$ cat config.mk
export PLATFORM = sky130hd
export DESIGN_NAME = image_half_sequencer
export DESIGN_NICKNAME = d
export VERILOG_FILES = /design/src/rtl/image_half_sequencer.sv
export SDC_FILE = /design/constraint.sdc
export NUM_CORES = 1
export LEC_CHECK = 0
export ABC_AREA = 1
export CAP_MARGIN = 20
export CELL_PAD_IN_SITES_DETAIL_PLACEMENT = 1
export CELL_PAD_IN_SITES_GLOBAL_PLACEMENT = 2
export CORE_MARGIN = 5
export CORE_UTILIZATION = 33
export DETAILED_ROUTE_END_ITERATION = 8
export PLACE_DENSITY = 0.89
export SYNTH_ARGS = -nofsm -noshare
export SYNTH_HDL_FRONTEND = slang
export SYNTH_SLANG_ARGS = --single-unit
$ cat constraint.sdc
create_clock -name clk_in -period 5.4 [get_ports clk_in]
set_input_delay 1.08 -clock clk_in [delete_from_list [all_inputs] [get_ports clk_in]]
set_output_delay 1.08 -clock clk_in [all_outputs]
set_load 0.005 [all_outputs]
$ cat src/rtl/image_half_sequencer.sv
// Raster-scan sequencer for the image-halving datapath: drives BRAM reads, aligns x/y/valid
// with returned pixel data, counts halver writes and ping-pongs banks over OCTAVES halvings.
module image_half_sequencer #(
  parameter int BIT_DEPTH    = 8,
  parameter int WIDTH        = 64,
  parameter int HEIGHT       = 64,
  parameter int OCTAVES      = 3,
  parameter int BRAM_LATENCY = 2
) (
  input  logic        clk_in,
  input  logic        rst_n_in,
  input  logic        start_in,
  output logic [15:0] src_addr_out,
  output logic        src_rd_en_out,
  output logic        src_bank_out,
  output logic        dst_bank_out,
  output logic [7:0]  half_x_out,
  output logic [7:0]  half_y_out,
  output logic        half_valid_out,
  output logic [7:0]  new_width_out,
  input  logic        half_valid_in,
  output logic [3:0]  octave_out,
  output logic        busy_out,
  output logic        done_out,
  output logic        error_out
);

  if (BIT_DEPTH < 1 || BRAM_LATENCY < 1 || OCTAVES < 1 || OCTAVES > 15 ||
      WIDTH > 256 || HEIGHT > 256 ||
      (WIDTH >> OCTAVES) < 1 || (HEIGHT >> OCTAVES) < 1) begin : g_bad_params
    $error("image_half_sequencer: unsupported parameter combination");
  end

  localparam logic [2:0] S_IDLE  = 3'd0;
  localparam logic [2:0] S_READ  = 3'd1;
  localparam logic [2:0] S_DRAIN = 3'd2;
  localparam logic [2:0] S_CHECK = 3'd3;
  localparam logic [2:0] S_DONE  = 3'd4;

  localparam logic [7:0] DRAIN_LAST = 8'(BRAM_LATENCY + 1);
  localparam logic [3:0] LAST_OCT   = 4'(OCTAVES - 1);

  typedef struct packed {
    logic       v;
    logic [7:0] x;
    logic [7:0] y;
  } tap_t;

  logic [2:0]  state_q, state_d;
  logic [7:0]  x_q, x_d;
  logic [7:0]  y_q, y_d;
  logic [3:0]  octave_q, octave_d;
  logic [15:0] wr_cnt_q, wr_cnt_d;
  logic [7:0]  drain_q, drain_d;
  logic        error_q, error_d;
  logic [7:0]  new_width_q, new_width_d;
  logic        dst_bank_q, dst_bank_d;
  tap_t        tap_in;
  tap_t        pipe_q [BRAM_LATENCY];

  // Geometry of the octave currently being read; all power-of-two shifts.
  logic [15:0] cur_w, cur_h, exp_writes, rd_addr;
  logic        reading;

  assign cur_w      = 16'(WIDTH) >> octave_q;
  assign cur_h      = 16'(HEIGHT) >> octave_q;
  assign exp_writes = (cur_w >> 1) * (cur_h >> 1);
  assign rd_addr    = 16'(y_q) * cur_w + 16'(x_q);
  assign reading    = (state_q == S_READ);

  always_comb begin
    // NOTE: every variable gets a default here so no path leaves it unassigned (no latches).
    state_d     = state_q;
    x_d         = x_q;
    y_d         = y_q;
    octave_d    = octave_q;
    wr_cnt_d    = wr_cnt_q;
    drain_d     = drain_q;
    error_d     = error_q;
    new_width_d = new_width_q;
    dst_bank_d  = dst_bank_q;

    if ((state_q == S_READ || state_q == S_DRAIN) && half_valid_in) begin
      wr_cnt_d = wr_cnt_q + 16'd1;
    end

    case (state_q)
      S_IDLE: begin
        if (start_in) begin
          state_d     = S_READ;
          octave_d    = 4'd0;
          x_d         = 8'd0;
          y_d         = 8'd0;
          wr_cnt_d    = 16'd0;
          error_d     = 1'b0;
          new_width_d = 8'(WIDTH >> 1);
          dst_bank_d  = 1'b1;
        end
      end
      S_READ: begin
        if (16'(x_q) == cur_w - 16'd1) begin
          x_d = 8'd0;
          if (16'(y_q) == cur_h - 16'd1) begin
            y_d     = 8'd0;
            drain_d = 8'd0;
            state_d = S_DRAIN;
          end else begin
            y_d = y_q + 8'd1;
          end
        end else begin
          x_d = x_q + 8'd1;
        end
      end
      S_DRAIN: begin
        // Wait long enough for the last pixel to pass BRAM and halver before judging the count.
        if (drain_q == DRAIN_LAST) begin
          state_d = S_CHECK;
        end else begin
          drain_d = drain_q + 8'd1;
        end
      end
      S_CHECK: begin
        if (wr_cnt_q != exp_writes || half_valid_in) begin
          error_d = 1'b1;
        end
        if (octave_q == LAST_OCT) begin
          state_d = S_DONE;
        end else begin
          state_d     = S_READ;
          octave_d    = octave_q + 4'd1;
          x_d         = 8'd0;
          y_d         = 8'd0;
          wr_cnt_d    = 16'd0;
          new_width_d = 8'(cur_w >> 2);
          dst_bank_d  = octave_q[0];
        end
      end
      S_DONE:  state_d = S_IDLE;
      default: state_d = S_IDLE;
    endcase
  end

  always_ff @(posedge clk_in or negedge rst_n_in) begin
    if (!rst_n_in) begin
      state_q     <= S_IDLE;
      x_q         <= 8'd0;
      y_q         <= 8'd0;
      octave_q    <= 4'd0;
      wr_cnt_q    <= 16'd0;
      drain_q     <= 8'd0;
      error_q     <= 1'b0;
      new_width_q <= 8'd0;
      dst_bank_q  <= 1'b0;
    end else begin
      // NOTE: sequential state uses non-blocking assignments so all registers update together.
      state_q     <= state_d;
      x_q         <= x_d;
      y_q         <= y_d;
      octave_q    <= octave_d;
      wr_cnt_q    <= wr_cnt_d;
      drain_q     <= drain_d;
      error_q     <= error_d;
      new_width_q <= new_width_d;
      dst_bank_q  <= dst_bank_d;
    end
  end

  // Coordinates travel alongside the read so they meet the returned pixel at the halver.
  always_comb begin
    tap_in.v = reading;
    tap_in.x = reading ? x_q : 8'd0;
    tap_in.y = reading ? y_q : 8'd0;
  end

  always_ff @(posedge clk_in or negedge rst_n_in) begin
    if (!rst_n_in) begin
      // NOTE: this is a short control shift line, not a memory, so every stage is reset.
      for (int i = 0; i < BRAM_LATENCY; i++) pipe_q[i] <= '0;
    end else begin
      pipe_q[0] <= tap_in;
      for (int i = 1; i < BRAM_LATENCY; i++) pipe_q[i] <= pipe_q[i-1];
    end
  end

  assign src_rd_en_out  = reading;
  assign src_addr_out   = reading ? rd_addr : 16'd0;
  assign src_bank_out   = octave_q[0];
  assign dst_bank_out   = dst_bank_q;
  assign half_valid_out = pipe_q[BRAM_LATENCY-1].v;
  assign half_x_out     = pipe_q[BRAM_LATENCY-1].x;
  assign half_y_out     = pipe_q[BRAM_LATENCY-1].y;
  assign new_width_out  = new_width_q;
  assign octave_out     = octave_q;
  assign busy_out       = (state_q == S_READ) || (state_q == S_DRAIN) || (state_q == S_CHECK);
  assign done_out       = (state_q == S_DONE);
  assign error_out      = error_q;

endmodule

**After elaboration in Yosys (flattened, before gate mapping)**

Cells that the tools add are included.
Widths: inputs -> output; s select.

- Add/subtract/negate cells: 7
- Multiply operators: 2
- Eq/ne operators: 16
- Shift operators: 1
- Mux-type cells: 36
- Reductions and logical operators: 14

Operators by type and width:

| cell | number |
|---|---|
| $mux 8 | 12 |
| $mux 16 | 4 |
| $pmux 8 s3 | 2 |
| $eq 8x16->1 | 2 |
| $pmux 16 s2 | 1 |
| $pmux 8 s2 | 2 |
| $add 8x1->8 const B | 3 |
| $add 16x1->16 const B | 1 |
| $add 16x8->16 | 1 |
| $mul 15x15->16 | 1 |
| $mul 8x16->16 | 1 |
| $ne 16x16->1 | 1 |
| $shr 7x4->16 const A | 1 |
| $sub 16x1->16 const B | 1 |
| $mux 3 | 5 |
| $pmux 3 s4 | 1 |
| $reduce_and 4->1 | 3 |
| $reduce_and 3->1 | 3 |
| $eq 8x2->1 const B | 1 |
| $mux 4 | 2 |
| $ne 2x2->1 const B | 4 |
| $pmux 4 s2 | 1 |
| $eq 3x2->1 const B | 2 |
| $ne 2x1->1 const B | 3 |
| other kinds (11) | 18 |

- Bits in registers: 91
- Bits of input ports: 4
- Output and inout port bits: 51
- Logic and storage cells: 91

**Longest topological paths before layout**

Gate-level depths: netlist (run 1).

- Word-level depth: 6
- Mapped depth: 31
- Depth with buffers taken out: 30

**Worst setup path after synthesis (run 1)**

Ideal clock, no wire load.

- Path kind: register to output
- From: reg octave_q[0] (netlist: octave_out[0])
- To: out src_addr_out[13]
- Arrival: 4.708 ns
- Data required time: 4.320 ns
- Slack: -0.388 ns
- Cell stages (with the launch flop): 25
- Cells stage by stage: dfrtp_1 -> inv_1 -> ha_1 -> nand2_2 -> buf_6 -> clkinv_2 -> clkbuf_1 -> nand2_1 -> fa_1 -> fa_1 -> fa_1 -> fa_1 -> inv_1 -> ha_1 -> a21oi_1 -> nand2_1 -> nand2_1 -> nand2_1 -> a21oi_1 -> o21ai_0 -> nand3_1 -> nand2_1 -> nand2_1 -> nand2_1 -> nor2_1

- Longest elaborated chain between the ends: 4

RTL lines:

| what | RTL line | source |
|---|---|---|
| from (decl) | 52 | `logic [3:0] octave_q, octave_d;` |
| from (signal assigned) | 159 | `octave_q <= octave_d;` |
| $shr 7x4->16 | 65 | `assign cur_w = 16'(WIDTH) >> octave_q;` |
| $mul 8x16->16 | 68 | `assign rd_addr = 16'(y_q) * cur_w + 16'(x_q);` |
| $add 16x8->16 | 68 |  |
| $mux 16 | 186 | `assign src_addr_out = reading ? rd_addr : 16'd0;` |
| to (decl) | 13 | `output logic [15:0] src_addr_out,` |

No other way between the ends.

**Worst setup path in the final report (run 1)**

- From: reg octave_q[1] (netlist: octave_out[1])
- To: out src_addr_out[12]

Same word-level chain as after synthesis.

==> summary.txt, run 1 <==
Status: complete, but fails checks
Failing checks: negative setup slack
Most frequent cells in the layout: 200 x nand2_1, 151 x inv_1, 115 x nor2_1
First-pass GRT wire length: 40550 microns
Number of routed nets with antenna violations: 0
Synth unique cells: 46
Max VDD drop: 0.1371 mV
Worst Path Class, Setup: flop to output pin
Hold buffers post-CTS: 0
Worst Path Max Fanout: 6
Post-DR vias/cell: 4.777
Sw Ratio: 30.42%
Post-synthesis sequential area ratio: 27.60%
RSZ-0062 raised after global routing: yes
Crit path DAT: 4790 ps
Gr usage total: 17.86%
Crit. End Element: output pin
Period utilization: 108.8%
Max Clk Rate: 170.2 MHz
Req. time, crit path: 4320 ps
Core area: 0.02418 sq mm
Starting Density: 33.37%
Pint: 1.090 mW
I/O pins: 55
Hold Path Class: flop to flop
Placer Congestion: 0.8756
Synth Cell Area: 0.008069 sq mm
Total gr overflow: 0
Synthesized netlist cell count: 1040
Final max-slew violation count: 0
Minimum clock period: 5875 ps
Clock latency on the worst-skew pair: 360 ps
Post-DP HPWL: 19160 microns
Gate power share: 12.2%
DIE HEIGHT: 166.4 microns
Flops & latches, synth: 89
TNS Setup: -3056 ps
Final Skew: 15.66 ps
Worst slew margin: 50.07%
Antenna diodes: 0
Nets: 1317
Final Hold Viols: 0
CP Launch Type: flop
DRC viols: 0
Clock tree sinks: 89
Endpoints failing setup: 9
Proportion of power drawn by flip-flops and latches: 46.5%
IO Port Bufs: 52
Rows: 57
Drt first-iter violations: 372
Drt total wl: 24370 microns
Syn Area/Cell: 7.759 sq um
Most common cell after layout, fill and taps aside: nand2_1
Via count: 7242
Clock power frac: 41.4%
CTS buffer count: 9
CTS tree: built
Initial antenna violation count: 0
Util after Layout: 42.74%
CTS H-tree lvls: 3
Die X: 166.4 microns
Worst-margin pin slew: 744.3 ps
Met3 Track Usage GR: 2.428%
Max_cap viols: 0
Drt wl/cell: 16.08 microns
P&R area growth vs syn: 28.07%
Met2 Usage GRT: 31.23%
Die ar.: 0.02768 sq mm
NetSw: 476.6 uW
Share of cells above drive strength 1: 21.90%
Final worst slack: -474.9 ps
Clock Root Buffer: clkbuf_16
PD cells: 151.6 mW/mm^2
Synthesis warning total: 0
Number of global-route vias before repair: 7936
CTS max path bufs: 2
Clock Pin Slew Worst Setup and Hold Paths: 80 ps
P_leak: 5.303 nW
GR peak layer: met2
Met1 Track Usage GR: 23.42%
Largest net degree at the start of global routing: 54
Pre-antenna DRT Iters: 4
## cells by family after synthesis
kind of cell	after synthesis	share of synthesized area [%]
adder cells (fa/ha/maj)	126	23.63
other	2	0.09307
buffers and inverters	216	11.63
AND/OR/NAND/NOR	500	28.35
AO/OA/AOI/OAI	73	5.008
flip-flops	89	27.60
XOR/XNOR	34	3.691
## through the flow
step	cells	cell area [sq um]	setup slack (ps)	power, mW	hold slack [ps]
finish	1516	10330	-474.9	1.567	351.5
global route	1516	10330	-668.5	1.651	361.4
CTS	1505	10170	-450.3	1.590	354.4
detailed placement	1477	9503	-597.2	0.9314	335.8
global placement	1477	9503	-595.0	0.9204	333.3
floorplan	1052	8188	5.670	0.8684	331.2
## sequential cells by signal (all words and copies together), names as in the netlist
register and cells:
x_q 8, error_out 1, state_q 3, drain_q 8, half_x_out 8, wr_cnt_q 16, half_valid_out 1, y_q 8
dst_bank_out 1, new_width_out 6, octave_out 4, half_y_out 8, pipe_q 17
## timing repair
action                                  4_1_cts  5_1_grt
endpoints found under the setup margin       12       12
resized for setup                           116       32
buffers inserted                             14       12
pin swaps                                    72       48
## synthesized netlist by cell type (all sizes together)
master	count	area (sq um)
xor2	27	236.5
o22ai	3	18.77
o2111ai	1	8.760
conb	2	7.510
ha	82	1026
clkinv	5	20.01
xnor2	7	61.31
and2	1	6.260
nand2	236	943.4
nor2	129	555.5
a21o	2	15.01
or2	1	6.260
o311ai	1	8.760
a21oi	27	135.1
nor3	24	125.1
nor4	3	18.77
nand4	23	158.9
clkbuf	10	37.54
fa	44	880.8
nor3b	1	7.510
dfrtp	89	2227
o21a	1	7.510
inv	170	648.1
o21ai	36	195.2
nand3b	3	22.52
buf	31	232.7
nand3	79	442.9
o21bai	2	15.01
## cell type report
cell class                 count  area, sq um
tap                          324        405.4
clock inverter                 7        81.33
sequential                    89         2230
inverter                     175        684.4
clock buffer                   9        225.2
fill                        2943        13840
timing repair buffer         165         1346
multi-input combinational    747         5361
## power by group through the flow
stage / clock network, mW / logic (mW) / registers (mW)
2_1_floorplan: 0 / 0.140 / 0.728
3_3_place_gp: 0 / 0.182 / 0.738
3_5_place_dp: 0 / 0.191 / 0.740
4_1_cts: 0.670 / 0.192 / 0.727
5_1_grt: 0.695 / 0.222 / 0.734
6_report: 0.648 / 0.190 / 0.728
## path summary, 6_finish.rpt
| check | from | end | slack (ps) | cells past startpoint |
|---|---|---|---|---|
| hold / removal | pipe_q[23]$_DFF_PN0_ | half_y_out[6]$_DFF_PN0_ | 350 | 0 |
| max in group asynchronous | rst_n_in | new_width_out[1]$_DFFE_PN0P_ | 3650 | 2 |
| min in group asynchronous | rst_n_in | wr_cnt_q[15]$_DFF_PN0_ | 760 | 1 |
| hold reg to reg | pipe_q[23]$_DFF_PN0_ | half_y_out[6]$_DFF_PN0_ | 350 | 0 |
| setup / recovery | octave_out[1]$_DFFE_PN0P_ | src_addr_out[12] | -470 | 20 |
| setup reg to reg | octave_out[0]$_DFFE_PN0P_ | error_out$_DFFE_PN0P_ | 630 | 30 |
## layer usage
layer / up-vias / routed length [microns]
li1: 3532 / -
met1: 3587 / 10780
met2: 101 / 12340
met3: 22 / 911
met4: 0 / 331
met5: - / 0
## critical path, cell delays in order, from the launching register on
cell and delay [ps]:
dfrtp_2 470, inv_4 110, ha_4 150, nand2_2 70, nor2_4 190, buf_4 160, nand2_2 50, fa_1 480
fa_1 530, inv_1 50, fa_1 460, fa_1 540, ha_4 240, a21oi_4 170, o21ai_4 90, a21oi_4 140
nor2_2 60, o21ai_1 110, nand2_1 60, nor2_1 120, clkdlybuf4s15_2 210
No activity file was read; power rests on OpenSTA's default activity.
==> run 2: changes to the inputs <==
==> constraint.sdc (replaced) <==
create_clock -name clk_in -period 5.4 [get_ports clk_in]
set_input_delay 0.81 -clock clk_in [delete_from_list [all_inputs] [get_ports clk_in]]
set_output_delay 0.81 -clock clk_in [all_outputs]
set_load 0.005 [all_outputs]
==> summary.txt, run 2 (same netlist as run 1, synthesis figures left out) <==
Proportion of power drawn by flip-flops and latches: 47.2%
Crit path cell chain: inv_4, ha_4, nand2_4, nor2_4, buf_6, nand2_2, fa_2, fa_1, inv_2, fa_1, fa_1, ha_4, buf_6, nand2_4, nand2_4, a21oi_4, buf_4, buf_6, xor2_2, nor2_1, buf_2
Status: complete, but fails checks
Placer Congestion: 0.8576
Most frequent cells in the layout: 206 x nand2_1, 153 x inv_1, 117 x nor2_1
Core area: 0.02418 sq mm
Gr usage total: 17.74%
Largest reg by FF count: pipe_q
I/O pins: 55
Endpoints failing setup: 9
Crit path DAT: 4760 ps
Number of global-route vias before repair: 7755
CTS max path bufs: 2
Placement Setup Slack: -517.6 ps
Failing checks: negative setup slack
Die ar.: 0.02768 sq mm
Final Hold Viols: 0
Hold WS: 345.9 ps
Max Clk Rate: 179.6 MHz
TNS Setup: -992.9 ps
DRC viols: 0
R2r setup slk: 520 ps
Largest net degree at the start of global routing: 59
Starting Density: 33.37%
Placed cell area: 0.009405 sq mm
Worst Path Class, Setup: flop to output pin
CP Launch Type: flop
P_leak: 5.273 nW
Die X: 166.4 microns
Req. time, crit path: 4590 ps
Pre-antenna DRT Iters: 4
Via count: 7197
Sw Ratio: 29.99%
Most common cell after layout, fill and taps aside: nand2_1
Design area: 0.01023 sq mm
Overall Power: 1.543 mW
Regs by FF count: pipe_q: 17 flops, wr_cnt_q: 16 flops
Cells after DPL: 1472
First-pass GRT wire length: 40210 microns
Clock latency on the worst-skew pair: 350 ps
Final worst slack: -168.0 ps
NetSw: 462.9 uW
Crit. End Element: output pin
Drt total wl: 24320 microns
RSZ-0062 raised after global routing: yes
Fill cell count: 2932
Worst slew margin: 47.65%
Number of routed nets with antenna violations: 0
Kind of cell adding the most delay to the critical path: adder cells
Largest register FFs: 17
Worst Path Max Fanout: 4
Share of cells above drive strength 1: 20.47%
Gate power share: 12.4%
Rows: 57
Drt wl/cell: 16.09 microns
CTS H-tree lvls: 3
Total gr overflow: 0
Post-DR vias/cell: 4.763
CTS buffer count: 9
PD cells: 150.8 mW/mm^2
Pint: 1.080 mW
Hold Path Class: flop to flop
Clock Root Buffer: clkbuf_16
Worst-margin pin slew: 780.5 ps
Nets: 1312
CP max stage delay: 580 ps
Final max-slew violation count: 0
CP max-delay cell: fa_1
CTS tree: built
Clock power frac: 40.5%
Layout Cells excl Fill: 1511
DIE HEIGHT: 166.4 microns
Antenna diodes: 0
Max VDD drop: 0.1363 mV
Critical path buffers and inverters: 7
Clock tree sinks: 89
Initial antenna violation count: 0
Util after Layout: 42.32%
Post-DP HPWL: 18920 microns
IO Port Bufs: 52
Minimum clock period: 5568 ps
Final Skew: 14.44 ps
Max_cap viols: 0
Clock Pin Slew Worst Setup and Hold Paths: 70 ps
Drt first-iter violations: 353
Period utilization: 103.1%
P&R area growth vs syn: 26.81%
==> run 2: layer usage <==
metal | up-vias | global-route usage (%) | wire (microns) | share of wire, %
met5 | - | 0 | 0 | 0
met4 | 0 | 3.984 | 306 | 1.3
met3 | 17 | 2.285 | 912 | 3.8
met2 | 111 | 30.36 | 11950 | 49
met1 | 3550 | 24.03 | 11140 | 46
li1 | 3519 | - | - | -
==> run 2: final timing paths <==
| kind | from | endpoint | cells past startpoint |
|---|---|---|---|
| worst max-delay path | octave_out[0]$_DFFE_PN0P_ | src_addr_out[9] | 21 |
| worst min-delay path | pipe_q[27]$_DFF_PN0_ | half_x_out[2]$_DFF_PN0_ | 0 |
| worst max register to register | octave_out[0]$_DFFE_PN0P_ | error_out$_DFFE_PN0P_ | 30 |
| worst min register to register | pipe_q[27]$_DFF_PN0_ | half_x_out[2]$_DFF_PN0_ | 0 |
| max in group asynchronous | rst_n_in | octave_out[1]$_DFFE_PN0P_ | 2 |
| min in group asynchronous | rst_n_in | wr_cnt_q[10]$_DFF_PN0_ | 1 |
==> run 2: power groups by stage <==
| stage | clock network [mW] | registers [mW] | logic, mW |
|---|---|---|---|
| global route | 0.666 | 0.731 | 0.222 |
| finish | 0.625 | 0.728 | 0.191 |
| floorplan | 0 | 0.728 | 0.140 |
| global placement | 0 | 0.740 | 0.182 |
| CTS | 0.637 | 0.727 | 0.190 |
| detailed placement | 0 | 0.739 | 0.189 |
==> run 2: cell type report <==
cell class                 instances  area [sq um]  area share [%]
inverter                         175         679.4           6.640
tap                              324         405.4           3.962
clock inverter                     7         60.06          0.5869
timing repair buffer             160          1321           12.91
clock buffer                       9         225.2           2.201
sequential                        89          2230           21.79
multi-input combinational        747          5311           51.91
==> run 2: worst register-to-register path: cells and delay by family, from the launching register on <==
| kind | cells | cell delay, ps |
|---|---|---|
| XOR/XNOR | 2 | 300 |
| adder cells (fa/ha/maj) | 6 | 2000 |
| buffers and inverters | 8 | 790 |
| flip-flops | 1 | 460 |
| AND/OR/NAND/NOR | 14 | 1240 |
==> run 2: what timing repair did <==
action                     in CTS  in global routing
hold buffers                    0                  0
buffers inserted               13                 11
resized for setup             101                 41
setup endpoints to repair      12                 12
pin swaps                      66                 41
